## config.mk

```make
export PLATFORM = sky130hd
export DESIGN_NAME = layer_seq_ctrl
export DESIGN_NICKNAME = d
export VERILOG_FILES = /design/src/rtl/layer_seq_pkg.sv /design/src/rtl/rd_lat_pipe.sv /design/src/rtl/layer_seq_ctrl.sv
export SDC_FILE = /design/constraint.sdc
export NUM_CORES = 1
export LEC_CHECK = 0
export BUFFER_PORTS_ARGS = -buffer_cell sky130_fd_sc_hd__buf_2
export CAP_MARGIN = 5
export CORE_MARGIN = 3
export CORE_UTILIZATION = 50
export DETAILED_ROUTE_END_ITERATION = 16
export PLACE_DENSITY_LB_ADDON = 0.25
export SYNTH_ARGS = -nofsm -noshare
export SYNTH_HDL_FRONTEND = slang
export SYNTH_SLANG_ARGS = --single-unit
```

## constraint.sdc

```tcl
create_clock -name clk -period 1.92 [get_ports clk]
set_input_delay 0.384 -clock clk [delete_from_list [all_inputs] [get_ports clk]]
set_output_delay 0.384 -clock clk [all_outputs]
set_load 0.03 [all_outputs]
```

## src/rtl/layer_seq_pkg.sv

```systemverilog
// Shared types and width helpers for the fully-connected layer sequencer.
package layer_seq_pkg;

  typedef enum logic [1:0] {
    ST_LOAD,
    ST_ISSUE,
    ST_WAIT,
    ST_CAPTURE
  } state_t;

  typedef enum logic [1:0] {
    TAG_NONE,
    TAG_BIAS,
    TAG_MAC
  } tag_t;

  // Address widths never collapse to zero bits, even for a depth of one.
  function automatic int max1clog2(input int v);
    return (v <= 1) ? 1 : $clog2(v);
  endfunction

endpackage

```

## src/rtl/rd_lat_pipe.sv

```systemverilog
// Delays issue-slot tags by the memory read latency so the accumulator strobes
// line up with the data returning from the x memory and the ROMs.
module rd_lat_pipe
  import layer_seq_pkg::*;
#(
  parameter int RD_LAT = 1
) (
  input  logic clk,
  input  logic reset,
  input  tag_t i_tag,
  output logic o_acc_load_bias,
  output logic o_acc_en
);

  tag_t r_tag_p [RD_LAT];

  always_ff @(posedge clk) begin
    if (reset) begin
      for (int i = 0; i < RD_LAT; i++) r_tag_p[i] <= TAG_NONE;
    end else begin
      r_tag_p[0] <= i_tag;
      for (int i = 1; i < RD_LAT; i++) r_tag_p[i] <= r_tag_p[i-1];
    end
  end

  assign o_acc_load_bias = (r_tag_p[RD_LAT-1] == TAG_BIAS);
  assign o_acc_en        = (r_tag_p[RD_LAT-1] == TAG_MAC);

endmodule

```

## src/rtl/layer_seq_ctrl.sv

```systemverilog
// Sequencer for a single-MAC y = ReLU(W*x + b) layer: loads x, then walks the
// M rows issuing bias/weight/x reads and latency-aligned accumulator strobes.
module layer_seq_ctrl
  import layer_seq_pkg::*;
#(
  parameter int M      = 8,
  parameter int N      = 4,
  parameter int RD_LAT = 1,
  parameter int LOGN   = max1clog2(N),
  parameter int LOGM   = max1clog2(M),
  parameter int LOGW   = max1clog2(M*N)
) (
  input  logic            clk,
  input  logic            reset,
  input  logic            s_valid,
  output logic            s_ready,
  output logic            x_wr_en,
  output logic [LOGN-1:0] x_addr,
  output logic [LOGW-1:0] w_addr,
  output logic [LOGM-1:0] b_addr,
  output logic            acc_load_bias,
  output logic            acc_en,
  output logic            y_capture,
  output logic            m_valid,
  input  logic            m_ready
);

  // Slot counter must reach N (bias slot plus N mac slots) and RD_LAT-1.
  localparam int KW = LOGN + 1;
  localparam logic [KW-1:0]   K_LAST    = KW'(N);
  localparam logic [KW-1:0]   K_ONE     = KW'(1);
  localparam logic [KW-1:0]   WAIT_LAST = KW'(RD_LAT - 1);
  localparam logic [LOGN-1:0] J_LAST    = LOGN'(N - 1);
  localparam logic [LOGN-1:0] J_ONE     = LOGN'(1);
  localparam logic [LOGM-1:0] ROW_LAST  = LOGM'(M - 1);
  localparam logic [LOGM-1:0] ROW_ONE   = LOGM'(1);
  localparam logic [LOGW-1:0] W_STEP    = LOGW'(N);

  state_t          r_state;
  logic [LOGN-1:0] r_j;
  logic [KW-1:0]   r_k;
  logic [LOGM-1:0] r_row;
  logic [LOGW-1:0] r_wbase;
  logic [LOGW-1:0] r_w_addr;
  logic [LOGN-1:0] r_x_addr;
  logic            r_m_valid;

  logic            w_accept;
  logic            w_fire;
  logic            w_pipe_load_bias;
  logic            w_pipe_acc_en;
  tag_t            w_tag;

  assign s_ready   = (r_state == ST_LOAD) && !reset;
  assign w_accept  = s_valid && s_ready;
  assign x_wr_en   = w_accept;
  assign w_fire    = (r_state == ST_CAPTURE) && (!r_m_valid || m_ready) && !reset;
  assign y_capture = w_fire;
  assign m_valid   = r_m_valid;
  assign x_addr    = r_x_addr;
  assign w_addr    = r_w_addr;
  assign b_addr    = r_row;

  always_comb begin
    w_tag = TAG_NONE;
    if (r_state == ST_ISSUE) w_tag = (r_k == '0) ? TAG_BIAS : TAG_MAC;
  end

  rd_lat_pipe #(
    .RD_LAT (RD_LAT)
  ) u_rd_lat_pipe (
    .clk             (clk),
    .reset           (reset),
    .i_tag           (w_tag),
    .o_acc_load_bias (w_pipe_load_bias),
    .o_acc_en        (w_pipe_acc_en)
  );

  assign acc_load_bias = w_pipe_load_bias && !reset;
  assign acc_en        = w_pipe_acc_en && !reset;

  // Addresses are loaded one cycle ahead so each slot sees its own address.
  always_ff @(posedge clk) begin
    if (reset) begin
      r_state   <= ST_LOAD;
      r_j       <= '0;
      r_k       <= '0;
      r_row     <= '0;
      r_wbase   <= '0;
      r_w_addr  <= '0;
      r_x_addr  <= '0;
      r_m_valid <= 1'b0;
    end else begin
      if (w_fire)       r_m_valid <= 1'b1;
      else if (m_ready) r_m_valid <= 1'b0;

      case (r_state)
        ST_LOAD: begin
          if (w_accept) begin
            if (r_j == J_LAST) begin
              r_j      <= '0;
              r_k      <= '0;
              r_row    <= '0;
              r_wbase  <= '0;
              r_x_addr <= '0;
              r_state  <= ST_ISSUE;
            end else begin
              r_j      <= r_j + J_ONE;
              r_x_addr <= r_j + J_ONE;
            end
          end
        end
        ST_ISSUE: begin
          if (r_k == K_LAST) begin
            r_k     <= '0;
            r_state <= ST_WAIT;
          end else begin
            r_x_addr <= r_k[LOGN-1:0];
            r_w_addr <= r_wbase + LOGW'(r_k);
            r_k      <= r_k + K_ONE;
          end
        end
        ST_WAIT: begin
          if (r_k == WAIT_LAST) begin
            r_k     <= '0;
            r_state <= ST_CAPTURE;
          end else begin
            r_k <= r_k + K_ONE;
          end
        end
        ST_CAPTURE: begin
          if (w_fire) begin
            if (r_row == ROW_LAST) begin
              r_x_addr <= '0;
              r_state  <= ST_LOAD;
            end else begin
              r_row   <= r_row + ROW_ONE;
              r_wbase <= r_wbase + W_STEP;
              r_k     <= '0;
              r_state <= ST_ISSUE;
            end
          end
        end
        default: r_state <= ST_LOAD;
      endcase
    end
  end

endmodule

```

-- Yosys cells after proc, flatten, opt, wreduce, memory -nomap -nowiden
Memory sizes are Yosys's and may differ from the RTL's.
Index checks and enable logic that the tools add are counted.
- output and inout bits: 16
- word-level logic and storage cells: 89
- memories: 1
- flip-flop bits (word level): 23
- RAM bits: 2
- input port bits: 4
- add/subtract/negate cells: 5
- bitwise operators: 1
- mux-type cells: 37
- reductions and logical operators: 21
- equal/unequal tests: 16
- memories (name ; words ; width ; rd ports ; clocked after Yosys merged registers in ; write ports ; line ; source):
    u_rd_lat_pipe.r_tag_p ; 1 ; 2 ; 1 ; 0 ; 1 ; rd_lat_pipe.sv:15 ; tag_t r_tag_p [RD_LAT];
- operators by type and width (kind ; count):
    $mux 2 ; 13
    $mux 3 ; 8
    $mux 5 ; 4
    $reduce_and 5->1 ; 3
    $pmux 3 s4 ; 1
    $ne 2x2->1 const B ; 5
    $pmux 5 s2 ; 1
    $eq 2x2->1 const B ; 4
    $pmux 2 s4 ; 1
    $mux 1 ; 7
    $add 3x1->3 const B ; 2
    $eq 3x3->1 const B ; 2
    $logic_and 1x1->1 ; 6
    $ne 2x1->1 const B ; 3
    $pmux 2 s3 ; 1
    $pmux 3 s2 ; 1
    $add 5x3->5 ; 1
    $add 5x3->5 const B ; 1
    $eq 2x1->1 const B ; 2
    $reduce_and 2->1 ; 2
    $reduce_and 4->1 ; 1
    $reduce_bool 2->1 ; 2
    $logic_not 3->1 ; 1
    $reduce_bool 3->1 ; 1
    other kinds (6) ; 7

-- Depth between registers and ports, before layout
Gate-level depths: netlist of run 1.
- depth after elaboration: 6
- mapped depth: 7
- gate-level depth less buffers: 6

-- Modules after synthesis
Synthesis of run 1 repeated with hierarchy kept, for this count alone.
- cell total of the unflattened synthesis: 144
- area, all modules: 1311.3 um2
- modules (own cells, without submodules) (module ; times used ; sequential area each (um2) ; area an instance (um2) ; cells an instance):
    layer_seq_ctrl ; 1 ; 420.4 ; 1243.7 ; 138
    rd_lat_pipe ; 1 ; 40.0 ; 67.6 ; 6

-- Worst setup path before layout of run 1
OpenSTA, ideal clock, no wires.
- path type: reg2out
- start: register r_state[1]
- end: output y_capture
- arrival: 1694 ps
- path buffers: 1
- setup slack: -158 ps
- data required time: 1536 ps
- stages on the path, launching flop included: 4
- cells stage by stage: dfxtp_1 > ha_1 > clkbuf_1 > nor3b_1
- cells in the longest elaborated chain, start to end: 3
- ends and longest elaborated chain (what ; line ; source):
    from (decl) ; layer_seq_ctrl.sv:39 ; state_t r_state;
    from (signal assigned) ; layer_seq_ctrl.sv:85 ; r_state <= ST_LOAD;
    from (signal assigned) ; layer_seq_ctrl.sv:106 ; r_state <= ST_ISSUE;
    from (signal assigned) ; layer_seq_ctrl.sv:116 ; r_state <= ST_WAIT;
    $eq 2x2->1 ; layer_seq_ctrl.sv:57 ; assign w_fire = (r_state == ST_CAPTURE) && (!r_m_valid || m_ready) && !reset;
    $logic_and 1x1->1 (2 in a row) ; layer_seq_ctrl.sv:57 ;
    to (decl) ; layer_seq_ctrl.sv:23 ; output logic y_capture,
Every way passes these cells.

-- Worst setup path after layout of run 1
- start: register r_state[0]
- end: output x_wr_en
- cells in the longest elaborated chain, start to end: 3
- ends and longest elaborated chain (what ; line ; source):
    $logic_not 2->1 ; layer_seq_ctrl.sv:54 ; assign s_ready = (r_state == ST_LOAD) && !reset;
    $logic_and 1x1->1 ; layer_seq_ctrl.sv:54 ;
    $logic_and 1x1->1 ; layer_seq_ctrl.sv:55 ; assign w_accept = s_valid && s_ready;
    to (decl) ; layer_seq_ctrl.sv:17 ; output logic x_wr_en,
Every way passes these cells.

==> reports/metrics.yaml, run 1 <==
synth_seq_cells: 23
tritoncts: "done"
cts_root_buffer: "clkbuf_4"
fin_crit_sh_pct: 96.2
instances_no_fill: 190
yosysWarnings: 0
syn_avg_cell_area_um2: 9.46
multi_input_area_um2: 848
num_rows: 17
cts_buffers: 3
fin_skew_ps: 5.28
syn-cell-area_um2: 1320
critPathBufInv: 3
worst-path-stages: 5
fin_crit_ps: 1850
status: "completed"
maxCapViolCount: 0
min_to: "r_state[1]"
die_w_um: 57.3
regArea_um2: 462
cts_hold_buf: 0
r2r_cells: 5
netlist_instances: 139
hold_path.class: "in -> reg"
vias: 1166
power.leakage_nw: 0.635
crit_path_end_kind: "output port"
finalSetupViolCount: 0
r2r-end: "r_wbase[4]"
initial_core_util_pct: 55.7
clockBufferDepth: 2
die-area_um2: 3280
arrival_ps: 1460
rsz0062_at_grt: "true"
ir_drop_uv: 418
synth_edf_count: 0
crit_slowest_cell: "dfxtp_1"
cp_max_fo: 7
async_flop_share_pct: 0
place_inst: 186
power_mw: 0.796
grt_max_degree: 18
required_ps: 1540
fill_cells: 200
drv_slew: 0
ioPinCount: 20
fin_area_um2: 1540
antenna_found_initial: 0
synth_fp_nets: 157
p_per_area_nw_per_um2: 517
dpl-instance-area_um2: 1470
fmax_ghz: 0.542
post_cts_buffers: 0
track_usage_pct: 17.5
drive_above_1_share_pct: 25.3
antenna_left: 0
startpoint_type: "flop"
firstDrtPassIters: 4
grt_pass1_vias: 1076
min_from: "reset"
ys_seq_area_share_pct: 35.0
grt_pass1_wl_um: 4600
fin_util_pct: 65.2
grt_overflow: 0
tns_ps: 0
clkSlewWorstSetupHoldPaths_ps: 130
drc: 0
drtIter0Drc: 32
wirelength_um: 2770
synth.distinct_cells: 39
cts_sinks: 23
path_delay_family: "buffers and inverters"
clk_latency_ps: 310
path_cells: "inv_1 > ha_4 > nand3b_1 > inv_1 > buf_2"
wl_per_cell_um: 14.6
holdPathStages: 2
critPathMostFrequentCell: "inv_1"
worstSetupPathType: "reg -> out"
synth_flop_cell: "dfxtp_1"
nets: 181
reg2reg_from: "b_addr[0]"
hold_viol_final: 0
htreeDepth: 1
core_um2: 2360
port_buffers: 19
viasPerCell: 6.14
rrSetupSlack_ps: 160
dp_hpwl_um: 2100
fp.dieH_um: 57.3
slowest_delay_ps: 370
antennaDiodeCount: 0
place_congestion: 0.783
area_delta_synth_final_pct: 17.0
layout by cell type (no fill, tap or decap), types with 2 or more instances in the layout:
cell type  instances
nor2_1             8
a21oi_1           10
a31o_1             2
ha_4               2
mux2i_1            3
dfxtp_1           22
nand2_1            2
nor2b_1            6
and4_1             2
xnor2_1            3
ha_1              12
nor3_1             6
buf_2             19
a32o_1             3
clkbuf_4           3
a211oi_1           3
and3_1             2
a31oi_1            3
o21ai_0            6
buf_4              6
nand3b_1           3
nor3b_1            4
inv_1              6
nor4b_1            2
nand4_1            4
timing repair:
action,in CTS,in global routing
endpoints found under the setup margin,4,8
resized for setup,3,5
endpoints found under the hold margin,0,0
state kept, by name, indices dropped and copies added, names as in the netlist:
register               cells
r_state                    2
r_k                        3
u_rd_lat_pipe.r_tag_p      2
w_addr                     5
b_addr                     3
r_j                        2
r_wbase                    3
x_addr                     2
m_valid                    1
cells by family after synthesis:
group / after synthesis / share of synthesized area, %
compound gates: 38 / 22.2
mux: 3 / 2.28
xor+xnor: 3 / 2.00
fa+ha+maj: 14 / 13.3
flops: 23 / 35.0
other cells: 1 / 0.285
simple gates: 44 / 21.0
buf+inv: 13 / 3.90
synth_stat cells (4+ instances only):
master / count / area, um^2
dfxtp_1: 23 / 460
ha_1: 14 / 175
a21oi_1: 10 / 50.1
nor2_1: 8 / 30.0
inv_1: 7 / 26.3
nor2b_1: 6 / 37.5
nor3_1: 6 / 30.0
o21ai_0: 6 / 30.0
nor3b_1: 5 / 37.5
clkbuf_1: 4 / 15.0
nand4_1: 4 / 25.0
metal layers:
metal  wire, um  vias to the layer above  GRT usage, %  part of all wire, %
li1           -                      572             -                    -
met1       1230                      560          20.5                   44
met2       1390                       27          31.6                   50
met3        107                        7          2.49                  3.9
met4         44                        0          7.28                  1.6
met5          0                        -             0                    0
area by class of cell:
cell class	count	area share (%)
Sequential cell	23	30.0
Clock buffer	3	1.46
Clock inverter	1	0.325
Inverter	7	1.71
Timing Repair Buffer	25	9.11
Multi-Input combinational cell	103	55.1
Tap cell	28	2.28
metrics by stage:
step	setup WS [ps]	hold slack, ps
6_report	73.8	320
4_1_cts	2.59	322
2_1_floorplan	37.0	448
5_1_grt	-21.3	331
3_5_place_dp	12.2	485
3_3_place_gp	108	462
worst max path at each step:
stage          startpoint         end
2_1_floorplan   b_addr[0]  r_wbase[4]
3_5_place_dp   r_state[1]  r_wbase[4]
5_1_grt        r_state[0]     x_wr_en
3_3_place_gp   r_state[1]  r_wbase[4]
6_report       r_state[0]     x_wr_en
4_1_cts        r_state[1]   y_capture
power by group:
| part | leakage [nW] | switching, mW | internal (mW) |
|---|---|---|---|
| Combinational | 0.431 | 0.0477 | 0.0276 |
| Clock | 0.0177 | 0.153 | 0.0779 |
| Sequential | 0.186 | 0.00474 | 0.485 |
No activity file was read; power rests on OpenSTA's default activity.
==> run 2, diff against run 1 <==
--- a/config.mk
+++ b/config.mk
@@ -10,6 +10,7 @@
 export CORE_MARGIN = 3
 export CORE_UTILIZATION = 50
 export DETAILED_ROUTE_END_ITERATION = 16
+export HOLD_SLACK_MARGIN = 0.12
 export PLACE_DENSITY_LB_ADDON = 0.25
 export SYNTH_ARGS = -nofsm -noshare
 export SYNTH_HDL_FRONTEND = slang
==> constraint.sdc (replaced) <==
create_clock -name clk -period 1.92 [get_ports clk]
set_input_delay 0.288 -clock clk [delete_from_list [all_inputs] [get_ports clk]]
set_output_delay 0.288 -clock clk [all_outputs]
set_load 0.03 [all_outputs]
==> run 2 against run 1 <==
Against the previous run: total power is 0.27% higher; combinational power up 3.3%; utilization is 0.26 points lower; worst hold slack got worse by 87 ps; clock power barely moved; clock skew rose by 1.1 ps; non-clock buffer count grew 2; flip-flop and latch count is the same; cell count increased by 1.1%.
==> reports/metrics.yaml, run 2 (synthesis gave the netlist of run 1 again) <==
status: "completed"  # unchanged
ir_drop_uv: 388  # was 418 uV
hold_viol_final: 0  # unchanged
area_delta_synth_final_pct: 16.6  # was 17.0%
power_mw: 0.798  # was 0.796 mW
required_ps: 2140  # was 1540 ps
startpoint_type: "flop"  # unchanged
track_usage_pct: 17.7  # was 17.5%
antenna_left: 0  # unchanged
p_int_mw: 0.592  # was 0.590 mW
grt_pass1_vias: 1088  # was 1076
worstSetupPathType: "reg -> reg"  # was reg -> out
tns_ps: 0  # unchanged
hold_slack_ps: 233  # was 320 ps
fin_skew_ps: 6.42  # was 5.28 ps
finalSetupViolCount: 0  # unchanged
grt_overflow: 0  # unchanged
fin_crit_sh_pct: 94.3  # was 96.2%
clockBufferDepth: 2  # unchanged
crit_slowest_cell: "a311o_1"  # was dfxtp_1
die-area_um2: 3280  # unchanged
cp_max_fo: 6  # was 7
fin_crit_ps: 1810  # was 1850 ps
worst-path-stages: 5  # unchanged
switchingPower_mw: 0.206  # about the same
core_um2: 2360  # unchanged
tritoncts: "done"  # unchanged
cts_hold_buf: 0  # unchanged
grt_pass1_wl_um: 4570  # was 4600 um
drv_slew: 0  # unchanged
cts_root_buffer: "clkbuf_4"  # unchanged
fin_util_pct: 64.9  # was 65.2%
critPathMostFrequentCell: "ha_1"  # was inv_1
antennaDiodeCount: 0  # unchanged
p_seq_share_pct: 61.3  # was 61.5%
multi_input_area_um2: 823  # was 848 um^2
vias: 1147  # was 1166
p_per_area_nw_per_um2: 521  # was 517 nW/um^2
tightest_slew_ps: 678
drive_above_1_share_pct: 26.2  # was 25.3%
drtIter0Drc: 19  # was 32
final_common_cell: "dfxtp_1"  # unchanged
instances_no_fill: 192  # was 190
p_clk_share_pct: 29.0  # about the same
path_cells: "ha_1 > ha_1 > a221oi_4 > o211ai_2 > a311o_1"  # was inv_1 > ha_4 > nand3b_1 > inv_1 > buf_2
power.leakage_nw: 0.643  # was 0.635 nW
cts_buffers: 3  # unchanged
crit_path_end_kind: "flop"  # was output port
htreeDepth: 1  # unchanged
cts_sinks: 23  # unchanged
fmax_ghz: 0.552  # was 0.542 GHz
place_inst: 187  # was 186
dp_hpwl_um: 2070  # was 2100 um
largest_register_ff_count: 5  # unchanged
viasPerCell: 5.97  # was 6.14
final_cell_mix: "dfxtp_1, buf_2, ha_1"  # unchanged
critPathBufInv: 0  # was 3
antenna_found_initial: 0  # unchanged
hold_path.class: "in -> reg"  # unchanged
relSlewSlack_pct: 54.3
clkSlewWorstSetupHoldPaths_ps: 130  # about the same
fin_area_um2: 1530  # was 1540 um^2
place_congestion: 0.819  # was 0.783
arrival_ps: 2030  # was 1460 ps
drc: 0  # unchanged
fill_cells: 219  # was 200
swShare_pct: 25.8  # about the same
path_delay_family: "compound AO/OA/AOI/OAI gates"  # was buffers and inverters
firstDrtPassIters: 4  # unchanged
maxCapViolCount: 0  # unchanged
ioPinCount: 20  # unchanged
port_buffers: 19  # unchanged
num_rows: 17  # unchanged
die_w_um: 57.3  # unchanged
r2r_cells: 5  # unchanged
wirelength_um: 2710  # was 2770 um
pre_cts_ws_ps: -6.02  # was 12.2 ps
nets: 183  # was 181
dpl-instance-area_um2: 1480  # was 1470 um^2
holdPathStages: 2  # unchanged
slowest_delay_ps: 400  # was 370 ps
clk_latency_ps: 320  # was 310 ps
fp.dieH_um: 57.3  # unchanged
initial_core_util_pct: 55.7  # unchanged
combPwrFrac_pct: 9.7  # was 9.5%
wl_per_cell_um: 14.1  # was 14.6 um
grt_max_degree: 17  # was 18
finalWorstSetupSlack_ps: 109  # was 73.8 ps
regArea_um2: 463  # was 462 um^2
-- run 2: cell types whose count changed in the layout (fill, tap and decap cells not counted) --
cell / change
ha_4: -1
ha_2: +1
a311oi_1: +1
clkbuf_4: +1
buf_4: +2
o211ai_2: +1
o211ai_4: -1
a311oi_2: -1
dfxtp_1: -1
buf_2: -1
dfxtp_2: +1
-- run 2: power by group through the flow --
stage	registers (mW)	clock network, mW	logic, mW
after CTS	0.490	0.242	0.0756
after global placement	0.499	0	0.0731
final	0.489	0.231	0.0778
after floorplan	0.507	0	0.0442
after global routing	0.491	0.268	0.0857
after detailed placement	0.500	0	0.0749
-- run 2: what timing repair did --
item,CTS,global route
endpoints found under the setup margin,4,9
pin swaps,0,0
hold endpoints to repair,0,0
setup buffers,0,1
resized for setup,4,3
-- run 2: metal layers --
layer	up-vias	routed length (um)	track usage, %
met1	549	1240	21.2
met2	21	1360	30.0
met4	0	38	9.60
met3	4	83	2.71
li1	573	-	-
met5	-	0	0
-- run 2: final cells by class --
class                      instances  share of cell area (%)
multi-input combinational        103                    53.7
sequential                        23                    30.2
timing repair buffer              27                    10.3
tap                               28                    2.29
inverter                           7                    1.71
clock buffer                       3                    1.47
clock inverter                     1                   0.327
-- run 2: final timing paths --
check | startpoint | end | slack [ps]
max reg2reg | b_addr[0] | r_wbase[4] | 110
min | reset | r_state[1] | 230
min reg2reg | r_j[1] | r_j[1] | 490
max | b_addr[0] | r_wbase[4] | 110
